--- src/rtl/ele_pkg.sv ---
// ============================================================
// ele_pkg : shared state encoding and direction constants
// Rev 1.0 : initial release
// ============================================================
`default_nettype none

package ele_pkg;

  typedef enum logic [1:0] {
    ST_IDLE = 2'd0,
    ST_MOVE = 2'd1,
    ST_DOOR = 2'd2
  } state_t;

  localparam logic DIR_UP = 1'b1;
  localparam logic DIR_DN = 1'b0;

endpackage

`default_nettype wire

--- src/rtl/ele_dir_sel.sv ---
// ============================================================
// ele_dir_sel : SCAN look-ahead, reports requests here/ahead/behind
// Rev 1.0 : initial release
// ============================================================
`default_nettype none

module ele_dir_sel
  import ele_pkg::*;
#(
  parameter int FLOORS = 8,
  parameter int FLR_W  = $clog2(FLOORS)
) (
  input  logic [FLOORS-1:0] pending,
  input  logic [FLR_W-1:0]  curr_flr,
  input  logic              dir_up,
  output logic              here,
  output logic              ahead,
  output logic              behind,
  output logic              next_dir
);

  logic above;
  logic below;

  always_comb begin
    above = 1'b0;
    below = 1'b0;
    for (int i = 0; i < FLOORS; i++) begin
      if (pending[i] && (FLR_W'(i) > curr_flr)) above = 1'b1;
      if (pending[i] && (FLR_W'(i) < curr_flr)) below = 1'b1;
    end
  end

  assign here   = pending[curr_flr];
  assign ahead  = dir_up ? above : below;
  assign behind = dir_up ? below : above;

  // A reversal at an end floor can only point back into the shaft.
  always_comb begin
    next_dir = dir_up;
    if (!ahead && behind) begin
      if (curr_flr == '0)
        next_dir = DIR_UP;
      else if (curr_flr == FLR_W'(FLOORS - 1))
        next_dir = DIR_DN;
      else
        next_dir = ~dir_up;
    end
  end

endmodule

`default_nettype wire

--- src/rtl/ele_scan_ctrl.sv ---
// ============================================================
// ele_scan_ctrl : N-floor SCAN elevator controller with travel/door timing
// Rev 1.0 : initial release
// ============================================================
`default_nettype none

module ele_scan_ctrl
  import ele_pkg::*;
#(
  parameter int FLOORS     = 8,
  parameter int FLR_W      = $clog2(FLOORS),
  parameter int TRAVEL_CYC = 4,
  parameter int DOOR_CYC   = 3
) (
  input  logic              clk,
  input  logic              rst,
  input  logic [FLOORS-1:0] req,
  output logic [FLR_W-1:0]  curr_flr,
  output logic              moving,
  output logic              dir_up,
  output logic              door_open,
  output logic              arrived,
  output logic [FLOORS-1:0] pending
);

  localparam int TCNT_W = (TRAVEL_CYC > 1) ? $clog2(TRAVEL_CYC) : 1;
  localparam int DCNT_W = (DOOR_CYC > 1) ? $clog2(DOOR_CYC) : 1;
  localparam logic [TCNT_W-1:0] TCNT_LAST  = TCNT_W'(TRAVEL_CYC - 1);
  // The entry edge already counts as the first travel cycle.
  localparam logic [TCNT_W-1:0] TCNT_ENTRY = TCNT_W'((TRAVEL_CYC > 1) ? 1 : 0);
  localparam logic [DCNT_W-1:0] DCNT_LAST  = DCNT_W'(DOOR_CYC - 1);

  state_t              state, state_n;
  logic [FLR_W-1:0]    flr_n;
  logic [FLR_W-1:0]    step_flr;
  logic                dir_n;
  logic                arr_n;
  logic [TCNT_W-1:0]   travel_cnt, tcnt_n;
  logic [DCNT_W-1:0]   door_cnt, dcnt_n;
  logic [FLOORS-1:0]   req_eff;
  logic [FLOORS-1:0]   clr;
  logic [FLOORS-1:0]   pend_n;
  logic                here, ahead, behind, next_dir;

  ele_dir_sel #(
    .FLOORS (FLOORS),
    .FLR_W  (FLR_W)
  ) u_dir_sel (
    .pending  (pending),
    .curr_flr (curr_flr),
    .dir_up   (dir_up),
    .here     (here),
    .ahead    (ahead),
    .behind   (behind),
    .next_dir (next_dir)
  );

  assign step_flr = dir_up ? (curr_flr + FLR_W'(1)) : (curr_flr - FLR_W'(1));

  always_comb begin
    state_n = state;
    flr_n   = curr_flr;
    dir_n   = dir_up;
    tcnt_n  = travel_cnt;
    dcnt_n  = door_cnt;
    arr_n   = 1'b0;
    clr     = '0;
    req_eff = req;
    if (state == ST_DOOR) req_eff[curr_flr] = 1'b0;

    unique case (state)
      ST_IDLE: begin
        if (here) begin
          state_n = ST_DOOR;
          clr     = FLOORS'(1) << curr_flr;
          arr_n   = 1'b1;
          dcnt_n  = '0;
        end else if (ahead || behind) begin
          state_n = ST_MOVE;
          dir_n   = next_dir;
          tcnt_n  = TCNT_ENTRY;
        end
      end

      ST_MOVE: begin
        if (travel_cnt == TCNT_LAST) begin
          tcnt_n = '0;
          if (!ahead) begin
            state_n = ST_IDLE;
          end else begin
            flr_n = step_flr;
            if (pending[step_flr]) begin
              state_n = ST_DOOR;
              clr     = FLOORS'(1) << step_flr;
              arr_n   = 1'b1;
              dcnt_n  = '0;
            end
          end
        end else begin
          tcnt_n = travel_cnt + TCNT_W'(1);
        end
      end

      ST_DOOR: begin
        if (req[curr_flr]) begin
          dcnt_n = '0;
        end else if (door_cnt == DCNT_LAST) begin
          dcnt_n = '0;
          if (ahead || behind) begin
            state_n = ST_MOVE;
            dir_n   = next_dir;
            tcnt_n  = TCNT_ENTRY;
          end else begin
            state_n = ST_IDLE;
          end
        end else begin
          dcnt_n = door_cnt + DCNT_W'(1);
        end
      end

      default: state_n = ST_IDLE;
    endcase

    pend_n = (pending | req_eff) & ~clr;
  end

  always_ff @(posedge clk) begin
    if (rst) begin
      state      <= ST_IDLE;
      curr_flr   <= '0;
      dir_up     <= DIR_UP;
      arrived    <= 1'b0;
      pending    <= '0;
      travel_cnt <= '0;
      door_cnt   <= '0;
    end else begin
      state      <= state_n;
      curr_flr   <= flr_n;
      dir_up     <= dir_n;
      arrived    <= arr_n;
      pending    <= pend_n;
      travel_cnt <= tcnt_n;
      door_cnt   <= dcnt_n;
    end
  end

  assign moving    = (state == ST_MOVE);
  assign door_open = (state == ST_DOOR);

endmodule

`default_nettype wire

--- config.mk ---
export PLATFORM = sky130hd
export DESIGN_NAME = ele_scan_ctrl
export DESIGN_NICKNAME = d
export VERILOG_FILES = /design/src/rtl/ele_pkg.sv /design/src/rtl/ele_dir_sel.sv /design/src/rtl/ele_scan_ctrl.sv
export SDC_FILE = /design/constraint.sdc
export NUM_CORES = 1
export LEC_CHECK = 0
export BUFFER_PORTS_ARGS = -buffer_cell sky130_fd_sc_hd__buf_4
export CAP_MARGIN = 20
export CORE_ASPECT_RATIO = 0.7
export CORE_MARGIN = 5
export CORE_UTILIZATION = 59
export DETAILED_ROUTE_END_ITERATION = 8
export PLACE_DENSITY = 0.93
export REMOVE_ABC_BUFFERS = 1
export SETUP_SLACK_MARGIN = 0.02
export SYNTH_ARGS = -nofsm -noshare
export SYNTH_HDL_FRONTEND = slang
export SYNTH_HIERARCHICAL = 1
export SYNTH_SLANG_ARGS = --single-unit
--- constraint.sdc ---
create_clock -name clk -period 5.6 [get_ports clk]
set_input_delay 1.12 -clock clk [delete_from_list [all_inputs] [get_ports clk]]
set_output_delay 1.12 -clock clk [all_outputs]
set_load 0.02 [all_outputs]
==> summary.txt <==
Run status - finished clean
Worst setup path category - register to register
Sequential share of power - 38.5%
Clk buf depth - 2
Internal Dissipation - 290.8 uW
Fillers - 207
Clock Latency Late Sink - 0.31 ns
Post-CTS Resized - 0
PD cells - 298.3 mW/mm2
Critical Path Max Stage Delay - 0.86 ns
R2r setup slk - 2.66 ns
Global route hottest layer - met2
Post-Layout Inst Area - 0.001687 mm2
CTS tree - built
CTS buffer count - 3
Worst-path maximum fanout - 20
FFs w/ async S/R, synth - 0%
Synth Flop Type - dfxtp_1
Post-synth EDFFs - 0
Post-synth top area share - 25.42%
Boundary Pins - 25
Layout Utilization - 69.13%
Seq cells post-synth - 19
Syn_area_per_cell - 8.407 um2
1st-pass router iterations - 4
Postcts setup bufs - 0
First DRT Iteration DRCs - 154
Final Hold Viols - 0
Hold Buf Count CTS - 0
Post-route total power - 503.2 uW
RSZ-0062 raised after global routing - no
Synth Cell Area - 0.001496 mm2
Clk pwr share - 14.9%
Overall Global Routing Usage - 23.50%
Die height - 52.14 um
Relative slew margins - 46.97%
Slowest stage cell, crit path - dfxtp_1
Worst-path clk slew - 0.12 ns
Crit share post-route - 52.47%
Layout Nets - 215
Die Width - 70.20 um
Post-synth top cells - 29 x a21oi_1, 19 x dfxtp_1, 16 x nor2_1
Area growth, synth to finish - 12.71%
Routed wire length - 4.131 mm
Worst-margin pin slew - 0.7943 ns
Share of cells above drive strength 1 - 20.81%
Via density - 6.377
Tmin final - 2.938 ns
Yosys cell types - 46
Max capacitance violation total - 0
Largest net degree at the start of global routing - 21
Effective utilization at floorplan - 61.33%
Setup_tns - 0 ns
Max frequency - 340.3 MHz
Vias in the first global route - 1369
Cell accounting for the most synthesized area - dfxtp_1
H-tree levels - 1
Via count - 1473
Pre-CTS setup slack - 2.727 ns
Final worst slack - 2.662 ns
Area contributors post-synth - dfxtp_1 25%, a21oi_1 9.7%, ha_1 5.0%
Crit. End Element - register
Final setup vio count - 0
Residual DRC - 0
Initial antenna violation count - 0
Buffers on Ports - 24
Die area - 0.003660 mm2
Final Slew Violations - 0
Sw power - 212.3 uW
HPWL Detailed - 3.077 mm
Gate power share - 46.6%
Critical Path RT - 5.82 ns
Worst setup SP type - register
Skew final - 0.003110 ns
Min-Delay Path Class - register to register
Grt ovf - 0
Area of the multi-input gates - 0.001022 mm2
Routed Antenna Nets - 0
Diodes inserted - 0
Dpl cell area - 0.001659 mm2
CP bufs+invs - 0
Sequential element share of the synthesized area - 25.42%
Final GP Congestion - 0.9285
Mapped Cells - 178
WL/cell - 17.88 um
Peak supply drop - 0.1332 mV
Placed cells - 227
Top-count cell post-synth - a21oi_1
Global routing usage on met2 - 39.66%
Worst path cell trace - nand2_1 -> a21oi_2 -> o211ai_1 -> a21oi_2 -> mux2i_1 -> or4_1 -> a21oi_1 -> a311o_1 -> nor2_1 -> o21ba_1
Sw Share - 42.20%
Clock sinks - 19
P_leak - 0.6893 nW
Synth warn - 6
Core Region - 0.002440 mm2
WP data arrival - 3.15 ns
Final Non-Filler Cells - 231
Std-Cell Rows - 15
Clock root cell - clkbuf_4
Sequential cell area - 380.4 um2
Met3 global-route usage - 5.405%
GR Layer Usage met1 - 30.91%
Worst path top cell family by delay - compound AO/OA/AOI/OAI gates
Global-route wire length before repair - 6.789 mm
Most Frequent Cell on Critical Path - a21oi_2
Final hold slack - 0.5121 ns
==> cells in the final DEF (no fill, tap or decap), drive strengths merged, types with 2 or more instances in the layout <==
cell type / instances
mux2i: 7
a21oi: 32
o211ai: 2
ha: 6
nand2b: 4
a21boi: 3
buf: 24
o21bai: 2
a211o: 3
nor2b: 4
dfxtp: 19
a2111oi: 2
o21ai: 8
a211oi: 2
clkbuf: 3
nand3: 8
nand2: 15
a22oi: 2
nor4: 2
mux4: 4
a311o: 2
and2: 3
o21ba: 2
inv: 9
nor2: 16
==> cell families after synthesis <==
kind of cell | count (synthesis) | share of synthesized area (%)
multiplexers | 11 | 11.20
XOR/XNOR | 2 | 2.174
flip-flops | 19 | 25.42
AO/OA/AOI/OAI | 63 | 27.93
buffers and inverters | 18 | 6.271
adder cells (fa/ha/maj) | 7 | 6.354
AND/OR/NAND/NOR | 58 | 20.65
==> tightest hold or removal path, stage by stage, from the launching register on <==
cell	delay, ns
dfxtp_1	0.36
nand3_1	0.07
a21oi_1	0.05
==> metal layers <==
layer  vias up  wire, um  share of wire [%]
li1        686         -                  -
met2        83      1958                 47
met5         -         0                  0
met3         7       369                8.9
met4         0        30               0.73
met1       697      1772                 43
==> final timing paths <==
kind | start | endpoint | depth (start not counted)
max | curr_flr[2] | state[1] | 10
max reg2reg | curr_flr[2] | state[1] | 10
min reg2reg | door_cnt[1] | door_cnt[1] | 2
min | door_cnt[1] | door_cnt[1] | 2
==> sequential cells by signal, summed over array words and instances, names as in the netlist <==
register,flops
door_cnt,2
arrived,1
travel_cnt,2
dir_up,1
state,2
pending,8
curr_flr,3
==> cell type report <==
class | instances | area share (%)
well taps | 34 | 2.522
repair buffers | 24 | 10.68
clock inverters | 1 | 0.2967
inverters | 9 | 2.003
flip-flops and latches | 19 | 22.55
clock buffers | 3 | 1.335
multi-input cells | 141 | 60.61
==> power by group through the flow <==
stage / clock, mW / sequential [mW] / combinational (mW)
detailed placement: 0 / 0.196 / 0.232
global placement: 0 / 0.194 / 0.223
global route: 0.0861 / 0.197 / 0.257
CTS: 0.0751 / 0.193 / 0.233
finish: 0.0749 / 0.194 / 0.235
floorplan: 0 / 0.199 / 0.158
No activity file was read; power rests on OpenSTA's default activity.
